$ cat src/rtl/adc_sched_pkg.sv
// Shared types and constants for the ADC sample scheduler.
package adc_sched_pkg;

  localparam int NUM_CH_DEF      = 8;
  localparam int DATA_W_DEF      = 16;
  localparam int TIMEOUT_CYC_DEF = 256;
  localparam int CHAN_W          = 3;
  localparam int FRAME_W         = 8;

  typedef enum logic [1:0] {
    S_IDLE      = 2'd0,
    S_TRIGGER   = 2'd1,
    S_WAIT_BUSY = 2'd2,
    S_COLLECT   = 2'd3
  } sched_state_t;

  // One forwarded sample: the ADC word plus its position in the frame.
  typedef struct packed {
    logic [DATA_W_DEF-1:0] data;
    logic [CHAN_W-1:0]     chan;
    logic                  last;
    logic [FRAME_W-1:0]    frame;
  } sample_t;

  // Shortest usable frame period (minus 1): a full frame of words
  // collected back-to-back plus trigger/busy overhead.
  function automatic int MIN_PERIOD(input int num_ch);
    return 2 * num_ch + 4;
  endfunction

endpackage

$ cat src/rtl/adc_sample_scheduler_if.sv
// Output sample stream from the scheduler to the memory writer.
//
// Handshake: a sample transfers on a rising clk edge where m_valid and
// m_ready are both high. m_valid never waits for m_ready, and once m_valid
// is high the payload (m_data, m_chan, m_last, m_frame) holds steady until
// the transfer happens.
interface adc_sample_scheduler_if #(
  parameter int DATA_W = 16
);
  logic              m_valid;
  logic              m_ready;
  logic [DATA_W-1:0] m_data;
  logic [2:0]        m_chan;
  logic              m_last;
  logic [7:0]        m_frame;

  modport master (
    output m_valid, m_data, m_chan, m_last, m_frame,
    input  m_ready
  );

  modport slave (
    input  m_valid, m_data, m_chan, m_last, m_frame,
    output m_ready
  );
endinterface

$ cat src/rtl/adc_sample_fifo.sv
// Small synchronous FIFO of sample_t. A push into a full FIFO still
// succeeds when the head is being popped in the same cycle.
module adc_sample_fifo
  import adc_sched_pkg::*;
#(
  parameter int DEPTH = 4
) (
  input  logic    clk,
  input  logic    rst,
  input  logic    push,
  input  sample_t push_data,
  input  logic    pop_ready,
  output sample_t rd_data,
  output logic    full,
  output logic    empty
);

  localparam int AW = $clog2(DEPTH);
  localparam logic [AW:0] PTR_ONE = (AW + 1)'(1);

  sample_t       mem [DEPTH];
  logic [AW:0]   wr_ptr;
  logic [AW:0]   rd_ptr;
  logic          pop;
  logic          accept;

  assign empty   = (wr_ptr == rd_ptr);
  assign full    = (wr_ptr[AW] != rd_ptr[AW]) &&
                   (wr_ptr[AW-1:0] == rd_ptr[AW-1:0]);
  assign pop     = pop_ready && !empty;
  assign accept  = push && (!full || pop);
  // Head is forced to zero when empty so stale entries never leak out.
  assign rd_data = empty ? '0 : mem[rd_ptr[AW-1:0]];

  // Pointer update; reset discards all stored entries.
  always_ff @(posedge clk) begin
    if (rst) begin
      wr_ptr <= '0;
      rd_ptr <= '0;
    end else begin
      if (accept) wr_ptr <= wr_ptr + PTR_ONE;
      if (pop)    rd_ptr <= rd_ptr + PTR_ONE;
    end
  end

  // Storage write; contents need no reset since pointers gate visibility.
  always_ff @(posedge clk) begin
    if (accept) mem[wr_ptr[AW-1:0]] <= push_data;
  end

endmodule

$ cat src/rtl/adc_sample_scheduler.sv
// Frame sequencer for the ADS8528 parallel-mode driver: periodic
// conversion trigger, Busy supervision, word collection and tagging,
// output FIFO and sticky error reporting.
module adc_sample_scheduler
  import adc_sched_pkg::*;
#(
  parameter int NUM_CH      = NUM_CH_DEF,
  parameter int DATA_W      = DATA_W_DEF,
  parameter int DIV_W       = 16,
  parameter int TIMEOUT_CYC = TIMEOUT_CYC_DEF,
  parameter int FIFO_DEPTH  = 4
) (
  input  logic                   clk,
  input  logic                   rst,
  input  logic                   enable,
  input  logic [DIV_W-1:0]       period,
  input  logic [3:0]             n_ch,
  output logic                   conv_start,
  input  logic                   adc_busy,
  input  logic                   word_valid,
  input  logic [DATA_W-1:0]      word_data,
  adc_sample_scheduler_if.master m_if,
  output logic                   active,
  input  logic                   clr_err,
  output logic                   overrun,
  output logic                   timeout_err,
  output logic [7:0]             drop_cnt,
  output sched_state_t           dbg_state
);

  localparam logic [DIV_W-1:0] PERIOD_MIN = DIV_W'(MIN_PERIOD(NUM_CH));
  localparam int               TO_W       = $clog2(TIMEOUT_CYC + 1);
  localparam logic [TO_W-1:0]  TO_LIMIT   = TO_W'(TIMEOUT_CYC);
  localparam logic [3:0]       NUM_CH_L   = 4'(NUM_CH);

  sched_state_t      state, state_d;
  logic [DIV_W-1:0]  tick_cnt;
  logic [DIV_W-1:0]  period_eff;
  logic              tick;
  logic [3:0]        n_ch_eff;
  logic [3:0]        n_ch_lat;
  logic [2:0]        idx;
  logic [7:0]        frame;
  logic [TO_W-1:0]   to_cnt;
  logic              is_last;

  logic              latch, push, frame_inc, to_clr, to_inc;
  logic              drop_in, timeout_set, overrun_set, drop_evt, push_drop;

  sample_t           push_data, head;
  logic              fifo_full, fifo_empty;

  assign period_eff = (period < PERIOD_MIN) ? PERIOD_MIN : period;
  assign n_ch_eff   = (n_ch == 4'd0 || n_ch > NUM_CH_L) ? NUM_CH_L : n_ch;
  assign tick       = enable && (tick_cnt == '0);
  assign is_last    = ({1'b0, idx} == (n_ch_lat - 4'd1));

  // Frame tick counter: held at 0 while disabled, so the first enabled
  // cycle ticks; afterwards reloads period_eff on every tick.
  always_ff @(posedge clk) begin
    if (rst || !enable)       tick_cnt <= '0;
    else if (tick_cnt == '0)  tick_cnt <= period_eff;
    else                      tick_cnt <= tick_cnt - DIV_W'(1);
  end

  // State register.
  always_ff @(posedge clk) begin
    if (rst) state <= S_IDLE;
    else     state <= state_d;
  end

  // Next-state and per-cycle control strobes.
  always_comb begin
    state_d     = state;
    conv_start  = 1'b0;
    latch       = 1'b0;
    push        = 1'b0;
    frame_inc   = 1'b0;
    to_clr      = 1'b0;
    to_inc      = 1'b0;
    drop_in     = 1'b0;
    timeout_set = 1'b0;
    unique case (state)
      S_IDLE: begin
        drop_in = word_valid;
        if (tick) begin
          state_d = S_TRIGGER;
          latch   = 1'b1;
        end
      end
      S_TRIGGER: begin
        conv_start = 1'b1;
        to_clr     = 1'b1;
        drop_in    = word_valid;
        state_d    = S_WAIT_BUSY;
      end
      S_WAIT_BUSY: begin
        drop_in = word_valid;
        if (adc_busy) begin
          state_d = S_COLLECT;
          to_clr  = 1'b1;
        end else if (to_cnt == TO_LIMIT) begin
          state_d     = S_IDLE;
          timeout_set = 1'b1;
          frame_inc   = 1'b1;
        end else begin
          to_inc = 1'b1;
        end
      end
      S_COLLECT: begin
        if (word_valid) begin
          push   = 1'b1;
          to_clr = 1'b1;
          if (is_last) begin
            state_d   = S_IDLE;
            frame_inc = 1'b1;
          end
        end else if (to_cnt == TO_LIMIT) begin
          state_d     = S_IDLE;
          timeout_set = 1'b1;
          frame_inc   = 1'b1;
        end else begin
          to_inc = 1'b1;
        end
      end
      default: state_d = S_IDLE;
    endcase
  end

  // Frame context: channel count latched at frame start, word index and
  // frame number (which advances on completion or abort).
  always_ff @(posedge clk) begin
    if (rst) begin
      n_ch_lat <= '0;
      idx      <= '0;
      frame    <= '0;
    end else begin
      if (latch) n_ch_lat <= n_ch_eff;
      if (latch || frame_inc) idx <= '0;
      else if (push)          idx <= idx + 3'd1;
      if (frame_inc) frame <= frame + 8'd1;
    end
  end

  // Watchdog counter for the Busy response and inter-word gaps.
  always_ff @(posedge clk) begin
    if (rst || to_clr) to_cnt <= '0;
    else if (to_inc)   to_cnt <= to_cnt + TO_W'(1);
  end

  assign overrun_set = tick && (state != S_IDLE);
  assign push_drop   = push && fifo_full && !(m_if.m_valid && m_if.m_ready);
  assign drop_evt    = drop_in || push_drop;

  // Sticky error flags; a set in the same cycle as clr_err wins.
  always_ff @(posedge clk) begin
    if (rst) begin
      overrun     <= 1'b0;
      timeout_err <= 1'b0;
      drop_cnt    <= '0;
    end else if (clr_err) begin
      overrun     <= overrun_set;
      timeout_err <= timeout_set;
      drop_cnt    <= drop_evt ? 8'd1 : 8'd0;
    end else begin
      if (overrun_set) overrun     <= 1'b1;
      if (timeout_set) timeout_err <= 1'b1;
      if (drop_evt && drop_cnt != 8'hFF) drop_cnt <= drop_cnt + 8'd1;
    end
  end

  assign push_data.data  = word_data;
  assign push_data.chan  = idx;
  assign push_data.last  = is_last;
  assign push_data.frame = frame;

  adc_sample_fifo #(
    .DEPTH (FIFO_DEPTH)
  ) u_fifo (
    .clk       (clk),
    .rst       (rst),
    .push      (push),
    .push_data (push_data),
    .pop_ready (m_if.m_ready),
    .rd_data   (head),
    .full      (fifo_full),
    .empty     (fifo_empty)
  );

  assign m_if.m_valid = !fifo_empty;
  assign m_if.m_data  = head.data;
  assign m_if.m_chan  = head.chan;
  assign m_if.m_last  = head.last;
  assign m_if.m_frame = head.frame;

  assign active    = (state != S_IDLE);
  assign dbg_state = state;

endmodule
$ cat src/flat_wrapper.sv
// flat-port wrapper written by rule: the top's interface ports become plain ports
module adc_sample_scheduler_flat import adc_sched_pkg::*;
#(
  parameter int NUM_CH      = NUM_CH_DEF,
  parameter int DATA_W      = DATA_W_DEF,
  parameter int DIV_W       = 16,
  parameter int TIMEOUT_CYC = TIMEOUT_CYC_DEF,
  parameter int FIFO_DEPTH  = 4
)
  (clk, rst, enable, period, n_ch, conv_start, adc_busy, word_valid, word_data, active, clr_err, overrun, timeout_err, drop_cnt, dbg_state, m_if_m_valid, m_if_m_data, m_if_m_chan, m_if_m_last, m_if_m_frame, m_if_m_ready);
  adc_sample_scheduler_if #(.DATA_W(DATA_W)) m_if_i ();
  input  logic clk;
  input  logic rst;
  input  logic enable;
  input  logic [DIV_W-1:0] period;
  input  logic [3:0] n_ch;
  output logic conv_start;
  input  logic adc_busy;
  input  logic word_valid;
  input  logic [DATA_W-1:0] word_data;
  output logic active;
  input  logic clr_err;
  output logic overrun;
  output logic timeout_err;
  output logic [7:0] drop_cnt;
  output sched_state_t dbg_state;
  output wire logic [$bits(m_if_i.m_valid)-1:0] m_if_m_valid;
  output wire logic [$bits(m_if_i.m_data)-1:0] m_if_m_data;
  output wire logic [$bits(m_if_i.m_chan)-1:0] m_if_m_chan;
  output wire logic [$bits(m_if_i.m_last)-1:0] m_if_m_last;
  output wire logic [$bits(m_if_i.m_frame)-1:0] m_if_m_frame;
  input wire logic [$bits(m_if_i.m_ready)-1:0] m_if_m_ready;
  assign m_if_m_valid = m_if_i.m_valid;
  assign m_if_m_data = m_if_i.m_data;
  assign m_if_m_chan = m_if_i.m_chan;
  assign m_if_m_last = m_if_i.m_last;
  assign m_if_m_frame = m_if_i.m_frame;
  assign m_if_i.m_ready = m_if_m_ready;
  adc_sample_scheduler #(.NUM_CH(NUM_CH), .DATA_W(DATA_W), .DIV_W(DIV_W), .TIMEOUT_CYC(TIMEOUT_CYC), .FIFO_DEPTH(FIFO_DEPTH)) u_core (.clk(clk), .rst(rst), .enable(enable), .period(period), .n_ch(n_ch), .conv_start(conv_start), .adc_busy(adc_busy), .word_valid(word_valid), .word_data(word_data), .m_if(m_if_i), .active(active), .clr_err(clr_err), .overrun(overrun), .timeout_err(timeout_err), .drop_cnt(drop_cnt), .dbg_state(dbg_state));
endmodule
$ cat config.mk
export PLATFORM = sky130hd
export DESIGN_NAME = adc_sample_scheduler_flat
export DESIGN_NICKNAME = d
export VERILOG_FILES = /design/src/rtl/adc_sched_pkg.sv /design/src/rtl/adc_sample_scheduler_if.sv /design/src/rtl/adc_sample_fifo.sv /design/src/rtl/adc_sample_scheduler.sv /design/src/flat_wrapper.sv
export SDC_FILE = /design/constraint.sdc
export NUM_CORES = 1
export LEC_CHECK = 0
export BUFFER_PORTS_ARGS = -buffer_cell sky130_fd_sc_hd__buf_2
export CORE_MARGIN = 3
export CORE_UTILIZATION = 35
export CTS_BUF_LIST = sky130_fd_sc_hd__clkbuf_4
export DETAILED_ROUTE_END_ITERATION = 8
export PLACE_DENSITY = 0.55
export SLEW_MARGIN = 20
export SYNTH_ARGS = -nofsm -noshare
export SYNTH_HDL_FRONTEND = slang
export SYNTH_SLANG_ARGS = --single-unit
$ cat constraint.sdc
create_clock -name clk -period 4.25 [get_ports clk]
set_input_delay 0.2125 -clock clk [delete_from_list [all_inputs] [get_ports clk]]
set_output_delay 0.2125 -clock clk [all_outputs]
set_load 0.03 [all_outputs]
# --- Word level (Yosys, flattened, before mapping) ---
# Memory sizes are Yosys's and may differ from the RTL's. A register that Yosys moved wholly into a read port is not among the register bits.
# Index checks and enable logic that the tools add are counted.
op_classes:
  add_sub_neg: 8
  order_cmp: 2
  eq_ne: 11
  reduce_logical: 28
  mux: 40
op_table:
  columns: ["op", "n"]
  rows:
  - ["2-to-1 mux 16 bit", 2]
  - ["2-to-1 mux 28 bit", 1]
  - ["2-to-1 mux 1 bit", 22]
  - ["adder 8 x 1 -> 8 bit, second input constant", 2]
  - ["logical NOT 16 bit", 1]
  - ["< comparator 16 x 5 -> 1 bit, second input constant", 1]
  - ["2-to-1 mux 8 bit", 2]
  - ["subtractor 16 x 1 -> 16 bit, second input constant", 1]
  - ["2-to-1 mux 2 bit", 7]
  - ["adder 3 x 1 -> 3 bit, second input constant", 3]
  - ["adder 9 x 1 -> 9 bit, second input constant", 1]
  - ["== test 9 bit, second input constant", 1]
  - ["logical AND 1 bit", 8]
  - ["inequality test 8 bit, second input constant", 1]
  - ["case mux 2 bit (4 select lines)", 1]
  - ["nonzero test 2 bit", 4]
  - ["logical OR 1 bit", 6]
  - ["case mux 1 bit (2 select lines)", 3]
  - ["== test 2 bit, second input constant", 2]
  - ["== test 3 x 4 -> 1 bit", 1]
  - ["greater-than comparator 4 bit, second input constant", 1]
  - ["logical NOT 1 bit", 4]
  - ["logical NOT 4 bit", 1]
  - ["2-to-1 mux 4 bit", 1]
  - ["other kinds (12)", 12]
word_totals:
  ff_bits: 58
  output_inout_bits: 43
  ramBits: 112
  word_cells: 101
  in_bits: 43
  mem_count: 1
memory_table:
  columns: ["memory", "depth", "width", "read_ports", "rd_clocked_by_memory_dff", "wr", "line", "source"]
  rows:
  - ["u_core.u_fifo.mem", 4, 28, 1, 1, 1, "adc_sample_fifo.sv:21", "sample_t mem [DEPTH];"]

# --- Depth between registers and ports, before layout ---
logic_depth:
  depth_word: 9
  ltp_mapped: 8
  ltp_nobuf: 7

# --- By module ---
# From an unflattened synthesis, not the netlist that was laid out.
hier_totals:
  cells_unflattened: 577
  area_unflattened_um2: 7583.5
modules_own_cells:
  columns: ["mod", "area_each_um2", "cells_each", "n_inst", "seq_area_each_um2"]
  rows:
  - ["adc_sample_fifo", 4713.3, 231, 1, 3523.4]
  - ["adc_sample_scheduler", 2870.3, 346, 1, 1041.0]

# --- Least setup slack after synthesis ---
# No wires, ideal clock.
synth_timing:
  path_type: "reg2reg"
  start: "reg u_core.state[0], in the netlist u_core.dbg_state[0]"
  end: "mem u_core.u_fifo.mem[3][0] in the netlist's numbering, enable pin"
  stages_incl_launch_ff: 5
  required_time_ns: 3.861
  arrival_time_ns: 2.139
  setup_slack_ns: 1.722
  setup_ns: 0.389
  n_path_buf: 1
  period_less_slack_ns: 2.528
  cell_sequence: "dfxtp_1 > clkbuf_1 > nand3_1 > a41oi_1 > and2_1"
synth_via:
  elab_chain_len: 5
synth_lines:
  columns: ["item", "line", "source"]
  rows:
  - ["start, declared", "adc_sample_scheduler.sv:36", "sched_state_t state, state_d;"]
  - ["start signal, assigned", "adc_sample_scheduler.sv:69", "else state <= state_d;"]
  - ["== test 2 bit", "adc_sample_scheduler.sv:83", "unique case (state)"]
  - ["2-to-1 mux 1 bit", "adc_sample_scheduler.sv:83", null]
  - ["logical AND 1 bit", "adc_sample_fifo.sv:31", "assign accept = push && (!full || pop);"]
  - ["2-to-1 mux 1 bit", "adc_sample_fifo.sv:48", "if (accept) mem[wr_ptr[AW-1:0]] <= push_data;"]
  - ["2-to-1 mux 1 bit (implied by the code)", "adc_sample_fifo.sv:48", null]
  - ["end, declared", "adc_sample_fifo.sv:21", null]
# Every way passes these cells.

# --- Worst setup path after layout ---
layout_timing:
  start: "reg u_core.to_cnt[2]"
  end: "reg u_core.frame[4]"
layout_via:
  elab_chain_len: 4
  word_cells_on_any_way: 5
  cone_classes: "1 x eq/ne; 4 x mux"
layout_lines:
  columns: ["item", "line", "source"]
  rows:
  - ["start, declared", "adc_sample_scheduler.sv:44", "logic [TO_W-1:0] to_cnt;"]
  - ["start signal, assigned", "adc_sample_scheduler.sv:148", "else if (to_inc) to_cnt <= to_cnt + TO_W'(1);"]
  - ["== test 9 bit *", "adc_sample_scheduler.sv:102, adc_sample_scheduler.sv:118", null]
  - ["2-to-1 mux 1 bit *", "adc_sample_scheduler.sv:102, adc_sample_scheduler.sv:118", null]
  - ["2-to-1 mux 1 bit, on equally long branches", "adc_sample_scheduler.sv:111, adc_sample_scheduler.sv:99", null]
  - ["case mux 1 bit (2 select lines) *", "adc_sample_scheduler.sv:83", null]
  - ["end signal, assigned", "adc_sample_scheduler.sv:141", "if (frame_inc) frame <= frame + 8'd1;"]
  - ["end, declared", "adc_sample_scheduler.sv:43", "logic [7:0] frame;"]
# Mark *: on every way between the ends. The rest lies on a longest branch, timed or not.
# A chain may end at the register's enable or synchronous reset.

==> flow_summary.ini <==
[finish]
antennaDiodeCount = 0
post-route-util_pct = 42.8
area_growth_pct = 18.4
design_area_um2 = 8810
drive_gt1_share_pct = 23.9
fin_nets = 741

[worst_setup_path]
crit_family = simple AND/OR/NAND/NOR gates
path_max_fanout = 8
crit_buf_inv = 0
slowest_stage = nor4_2
arrival_ps = 3110
crit_path_end_kind = flip-flop
cp-startpoint = u_core.to_cnt[2]
critPathRequiredTime_ps = 4710
cp-start-kind = flip-flop
crit_path_cell_trace = or4_1 -> nor4_2 -> nand2_1 -> o22ai_1 -> mux2_2
path_class = flip-flop to flip-flop
slowest_delay_ps = 620
r2r_start = u_core.to_cnt[2]

[place]
pre_cts_ws_ps = 1600
place.gp.congestion = 0.846
post_dp_cell_area_um2 = 8140
dpl.hpwl_um = 10000
portBuffers = 85

[synth]
syn-cell-area_um2 = 7440
async_flop_share_pct = 0
synth.area.top_cells = edfxtp_1 (45%), dfxtp_1 (16%), mux4_2 (8.5%), and2_1 (2.9%), ha_1 (2.2%)
yosys_warnings = 0
synth_edf_count = 112
yosysTopAreaCellShare_pct = 45.2
synth_cells = 562
synth_seq_area_share_pct = 61.4
synth.distinct_cells = 49
synth-seq-cells = 172
synthesis.nets = 618
synth.avg_cell_area_um2 = 13.2
synth_area_leader_cell = edfxtp_1
ys.flop_type = edfxtp_1

[worst_hold_path]
min_path_type = input pin to flip-flop
hp-start = n_ch[3]

[routing]
drtIter0Drc = 315
totalWireLength_um = 15400
wl_per_cell_um = 15.9
dr.pass1.iters = 4
vias = 4896
vias_per_cell = 5.06
ant_nets = 0
drc = 0

[pwr]
p_per_area_nw_per_um2 = 419
p_leak_nw = 3.13
power.total_w = 0.00369
ir_worst_vdd_mv = 0.276

[sta]
setup_violations = 0
clock.fmax_mhz = 377
rsz0062_at_grt = no
setup_ws_ps = 1600
slew_headroom_pct = 45.9
hold_violations = 0
min_period_over_period_pct = 62.4
finalCriticalPeriod_ps = 2650
setup_tns_ps = 0
fin_skew_ps = 20.5
worst_pin_slew_ps = 804
slew_violations = 0

[clock_network]
ctsRootBufferMaster = clkbuf_4
post_cts_resized = 0
clk_path_buf_depth = 2
cts_htree_levels = 4
path_clk_slew_ps = 160
cts_buffers = 17
cts_tree = built
insertion_delay_ps = 560
clock-sinks = 172

[floorplanning]
die-area_um2 = 23000
dieWidth_um = 152
num_rows = 52
io_pins = 86
initial_utilization_pct = 36.2
die_h_um = 152
coreArea_um2 = 20600

[global_routing]
grt_max_degree = 39
grt_overflow = 0
grt_pass1_wl_um = 24600
grt_antenna_before_repair = 0
grt_pass1_vias = 4874
track_usage_pct = 13.7

[run_status]
outcome = completed

[job]
cap_viol_max_count = 0
path summary, 6_finish.rpt:
path	to	slack, ps	cells after the start
worst max register to register	u_core.frame[4]	1600	5
worst min-delay path	u_core.n_ch_lat[3]	50	3
worst min register to register	u_core.n_ch_lat[1]	480	2
worst max-delay path	u_core.frame[4]	1600	5
layout make-up:
| cell class | count | area (um2) |
|---|---|---|
| clock buffer | 18 | 135 |
| sequential | 172 | 4570 |
| tap | 270 | 338 |
| fill | 1937 | 11800 |
| multi-input combinational | 350 | 2710 |
| inverter | 14 | 52.6 |
| clock inverter | 14 | 138 |
| timing repair buffer | 130 | 861 |
worst reg2reg max path, stage by stage, from the launching register on:
cell and delay, ps:
dfxtp_1 390, or4_1 560, nor4_2 620, nand2_1 350, o22ai_1 280, mux2_2 350
cell families after synthesis:
kind of cell | Yosys count | synth area share, %
AO/OA/AOI/OAI | 66 | 5.62
XOR/XNOR | 27 | 3.18
adder cells (fa/ha/maj) | 13 | 2.19
buffers and inverters | 40 | 2.25
flip-flops | 172 | 61.4
multiplexers | 40 | 10.2
AND/OR/NAND/NOR | 204 | 15.2
synth_stat cells, types with 11 or more instances:
cell and count:
edfxtp_1 112, dfxtp_1 60, nor2_1 43, and2_1 34
mux4_2 28, nand2_1 24, a21oi_1 22, clkbuf_1 17
nand3_1 17, xnor2_1 16, inv_1 14, ha_1 13
o21ai_0 12, a211oi_1 11, nor4_1 11, xor2_1 11
per-layer routing:
layer  wire, um  part of all wire [%]  track usage (%)
met1       7110                    46             17.9
met2       7350                    48             22.7
met3        774                   5.0             3.51
met4        174                   1.1             3.95
met5          0                     0                0
flip-flops by register name, indices dropped and copies added, names as in the netlist, named ones only:
| name | count |
|---|---|
| u_core.idx | 3 |
| u_core.timeout_err | 1 |
| u_core.overrun | 1 |
| u_core.u_fifo.rd_ptr | 3 |
| u_core.frame | 8 |
| u_core.u_fifo.wr_ptr | 3 |
| u_core.drop_cnt | 8 |
| u_core.u_fifo.mem | 112 |
| u_core.tick_cnt | 16 |
| u_core.dbg_state | 2 |
| u_core.to_cnt | 9 |
| u_core.n_ch_lat | 4 |
where the power goes:
part	leakage [nW]	total (W)	internal [W]	switching, W
registers	1.51	0.00193	0.00184	0.0000857
logic	1.47	0.000857	0.000351	0.000507
clock network	0.148	0.000907	0.000274	0.000633
through the flow:
stage	hold slack (ps)	std cells
after floorplan	311	562
after global placement	424	897
after detailed placement	430	897
after CTS	7.15	968
after global routing	67.5	968
final	54.5	968
layout by cell type (no fill, tap or decap), types with 16 or more instances in the layout:
cell,netlist,final
a21oi_1,22,22
mux4_2,28,28
edfxtp_1,112,112
nand3_1,17,17
nand2_1,24,24
xnor2_1,16,16
dfxtp_1,60,59
nor2_1,43,43
and2_1,34,34
dlygate4sd3_1,0,39
buf_2,2,85
clkbuf_4,0,18
timing repair:
action,in CTS,in global routing
hold buffers,39,0
endpoints found under the hold margin,93,0
setup buffers,0,0
Power figures use the tool's default switching activity.
